==> src/rtl/mlaccel_smem_arbiter.sv <==
// mlaccel_smem_arbiter: shares single-port smem between host (r/w) and sequencer fetch (ro)
module mlaccel_smem_arbiter #(
  parameter int MEM_LATENCY = 1,
  parameter bit HOST_PRIORITY = 0
) (
  input  logic        clock,
  input  logic        reset,
  input  logic        host_valid,
  output logic        host_ready,
  input  logic        host_write,
  input  logic [15:0] host_addr,
  input  logic [31:0] host_wdata,
  input  logic [3:0]  host_wstrb,
  output logic [31:0] host_rdata,
  input  logic        seq_valid,
  output logic        seq_ready,
  input  logic [15:0] seq_addr,
  output logic [31:0] seq_rdata,
  output logic        mem_ren,
  output logic [3:0]  mem_wen,
  output logic [15:0] mem_addr,
  output logic [31:0] mem_wdata,
  input  logic [31:0] mem_rdata,
  output logic        busy
);
  typedef enum logic [1:0] {IDLE, ISSUE, WAIT, RESP} state_t;
  state_t state;
  logic grant, last_grant, write, win_seq;
  logic [1:0] cnt;
  // grant encoding: 0 = host, 1 = sequencer
  assign win_seq = seq_valid & (~host_valid | (!HOST_PRIORITY && !last_grant));
  assign busy = state != IDLE;
  // ready is dropped if the requester abandoned its access before the response
  assign host_ready = state == RESP && !grant && host_valid;
  assign seq_ready = state == RESP && grant && seq_valid;
  always_ff @(posedge clock) begin
    if (reset) begin
      state <= IDLE;
      grant <= 1'b0;
      last_grant <= 1'b0;
      write <= 1'b0;
      cnt <= 2'd0;
      mem_ren <= 1'b0;
      mem_wen <= 4'd0;
      mem_addr <= 16'd0;
      mem_wdata <= 32'd0;
      host_rdata <= 32'd0;
      seq_rdata <= 32'd0;
    end else begin
      case (state)
        IDLE: if (host_valid || seq_valid) begin
          grant <= win_seq;
          last_grant <= win_seq;
          write <= ~win_seq & host_write;
          mem_addr <= win_seq ? seq_addr : host_addr;
          mem_wdata <= win_seq ? 32'd0 : host_wdata;
          mem_ren <= win_seq | ~host_write;
          mem_wen <= (~win_seq & host_write) ? host_wstrb : 4'd0;
          state <= ISSUE;
        end
        ISSUE: begin
          mem_ren <= 1'b0;
          mem_wen <= 4'd0;
          cnt <= 2'(MEM_LATENCY - 1);
          state <= WAIT;
        end
        WAIT: if (cnt == 2'd0) begin
          if (grant) seq_rdata <= mem_rdata;
          else if (!write) host_rdata <= mem_rdata;
          state <= RESP;
        end else cnt <= cnt - 2'd1;
        default: state <= IDLE;
      endcase
    end
  end
endmodule

==> config.mk <==
export PLATFORM = sky130hd
export DESIGN_NAME = mlaccel_smem_arbiter
export DESIGN_NICKNAME = d
export VERILOG_FILES = /design/src/rtl/mlaccel_smem_arbiter.sv
export SDC_FILE = /design/constraint.sdc
export NUM_CORES = 1
export LEC_CHECK = 0
export ABC_CLOCK_PERIOD_IN_PS = 2800
export BUFFER_PORTS_ARGS = -buffer_cell sky130_fd_sc_hd__buf_2
export CAP_MARGIN = 10
export CORE_AREA = 2 2 112 87
export CTS_BUF_LIST = sky130_fd_sc_hd__clkbuf_8
export DETAILED_ROUTE_END_ITERATION = 16
export DIE_AREA = 0 0 114 89
export GPL_TIMING_DRIVEN = 0
export PLACE_DENSITY_LB_ADDON = 0.1
export SLEW_MARGIN = 20
export SYNTH_ARGS = -nofsm -noshare
export SYNTH_HDL_FRONTEND = slang
export SYNTH_SLANG_ARGS = --single-unit
==> constraint.sdc <==
create_clock -name clock -period 2.8 [get_ports clock]
set_input_delay 0.14 -clock clock [delete_from_list [all_inputs] [get_ports clock]]
set_output_delay 0.14 -clock clock [all_outputs]
set_load 0.03 [all_outputs]
==> qor.txt <==
status: finished clean
vias per cell: 5.08
Die H: 89 µm
Synth cell types: 36
GP Congestion: 0.818
dpl hpwl: 9.61 mm
RSZ-0062 raised after global routing: false
initial antenna violation count: 0
Worst Path Arrival: 2530 ps
Inserted Diodes: 0
Global Route Usage Sum: 28.7%
antenna-violating nets left: 0
Clock Skew: 9.54 ps
pin slew with the least headroom to its limit: 559 ps
Die Wd: 114 µm
Area Growth Syn to Fin: 59.1%
commonest non-fill, non-tap cell in the layout: buf_2
crit path time final: 2170 ps
overall power: 6.15 mW
total core area: 0.00893 mm²
Worst slew margin: 62.7%
IO Count: 225
first-pass GRT wire length: 22.7 mm
CTS Sinks: 123
routed length per instance: 15.1 µm
CTS Buf Count: 17
Worst Setup End Kind: flip-flop
Initial Util: 50.6%
Peak supply drop: 0.000611 V
# Max-Cap Violations: 0
Crit Path Class: flip-flop to flip-flop
H-tree level count: 4
FMAX: 460 MHz
Multi-input gate area: 0.00179 mm²
Hold Crit Depth: 4
vias: 4954
worst hold path type: input port to flip-flop
most frequent cells in the layout: buf_2, nand2_1, dfxtp_1
clk_lat worst skew: 420 ps
main flop type after synthesis: dfxtp_1
max-slew violation count: 0
register area share after synthesis: 54.5%
syn avg cell area: 8.87 µm²
Fill cells: 603
vias in the first global route: 4873
Mapped Cells: 509
total grt overflow: 0
largest area contributor in the netlist: dfxtp_1
final hold viol count: 0
DRT Pass-1 Iters: 5
Core Rows: 30
clock root buffer master: clkbuf_8
FF-to-FF path depth: 7
post-layout util: 80.4%
Post-Syn Nets: 619
asr flop ratio synth: 0%
CTS tree: done
Crit Path Max Fanout: 10
Yosys top cell area share: 54.5%
DP Worst Slack: 1040 ps
clock slew at reported path FFs: 70 ps
nets: 961
Storage cell area: 0.00246 mm²
Worst Path Required: 3160 ps
DRC errors left: 0
Sum Neg Setup Slack: 0 ps
fraction of layout instances using a drive strength above 1: 33.3%
PD cells: 855 mW/mm²
Yosys reg bits: 123
DR iter-0 viols: 322
crit start category: flip-flop
# resized after CTS: 0
Ys Warns: 0
Finish-stage setup viols: 0
Worst Slack Setup Final: 627 ps
largest net degree at the start of global routing: 17
CTS Buffer Depth: 2
Post-synth EDFFs: 0
Mapped Area: 0.00452 mm²
Pleak: 3.38 nW
die area: 0.0101 mm²
DRT Wirelength: 14.7 mm
Area contributors post-synth: dfxtp_1, nand2_1, a21oi_1, a22o_1, a311oi_1
final worst path period share: 77.6%
I/O Buffers: 222
[worst max-delay path, stage by stage (launching register included)]
cell and delay [ps]:
dfxtp_1 390, inv_1 80, ha_1 290, o21a_1 140, buf_4 170, buf_4 180, a311oi_1 260, dlygate4sd3_1 610
[cells in the mapped netlist (2+ instances only)]
| cell | instances |
|---|---|
| clkbuf_1 | 10 |
| and3_1 | 2 |
| nor2_1 | 22 |
| a22o_1 | 36 |
| inv_1 | 6 |
| o21ai_0 | 3 |
| buf_4 | 11 |
| nand2_1 | 163 |
| nand3_1 | 2 |
| nand2b_1 | 2 |
| buf_6 | 5 |
| buf_2 | 11 |
| dfxtp_1 | 123 |
| buf_1 | 3 |
| nor2b_1 | 2 |
| ha_1 | 5 |
| nor3_1 | 2 |
| a311oi_1 | 16 |
| a21oi_1 | 68 |
[area by class of cell]
cell class	count	share of cell area, %
flip-flops and latches	123	34.3
repair buffers	323	29.5
multi-input cells	340	24.9
plain buffers	40	3.38
clock buffers	17	3.26
clock inverters	14	2.39
well taps	112	1.95
inverters	6	0.313
[worst paths after layout]
path                                                 start                    endpoint  slack (ps)
worst max-delay path                 state[0]$_SDFFE_PP0P_    mem_addr[0]$_SDFFE_PP0P_         630
worst min-delay path                             seq_valid       state[0]$_SDFFE_PP0P_         210
worst max register to register       state[0]$_SDFFE_PP0P_    mem_addr[0]$_SDFFE_PP0P_         630
worst min register to register  host_rdata[9]$_SDFFE_PP0P_  host_rdata[9]$_SDFFE_PP0P_         450
[what timing repair did]
| item | in CTS | in global routing |
|---|---|---|
| endpoints found under the hold margin | 117 | 0 |
| setup buffers | 0 | 0 |
| hold buffers | 101 | 0 |
[flip-flops by register name, summed over array words and instances (netlist names)]
signal and count:
write 1, mem_wdata 32, last_grant 1, mem_ren 1, cnt 2, seq_rdata 32
host_rdata 32, state 2, mem_wen 4, mem_addr 16
[layer usage]
| layer | up-vias | part of all wire [%] | track usage, % | wire length, µm |
|---|---|---|---|---|
| met2 | 210 | 50 | 50.6 | 7280 |
| met5 | - | 0 | 0 | 0 |
| met1 | 2293 | 41 | 32.9 | 6030 |
| li1 | 2420 | - | - | - |
| met3 | 31 | 7.0 | 8.61 | 1030 |
| met4 | 0 | 2.3 | 12.1 | 336 |
[power breakdown]
part | switching [mW] | leakage, nW | total (mW) | internal (mW)
registers | 0.164 | 1.00 | 2.22 | 2.05
logic | 1.45 | 2.18 | 2.33 | 0.873
clock network | 0.724 | 0.198 | 1.60 | 0.879
[cells by family (layout without fill, tap and decap cells)]
kind of cell	after synthesis	count (layout)	share of synthesized area, %
and+or+nand+nor	206	206	18.9
adders and majority gates	5	5	1.39
DFF	123	123	54.5
AOI/OAI and AO/OA	129	129	19.3
buffers and inverters	46	400	5.87
[per-stage QoR]
stage,instances,cell area (µm²),hold slack (ps)
after CTS,975,7180,187
after detailed placement,843,5770,354
after floorplan,509,4520,265
after global placement,843,5770,350
after global routing,975,7180,246
final,975,7180,212
No activity file was read; power rests on OpenSTA's default activity.
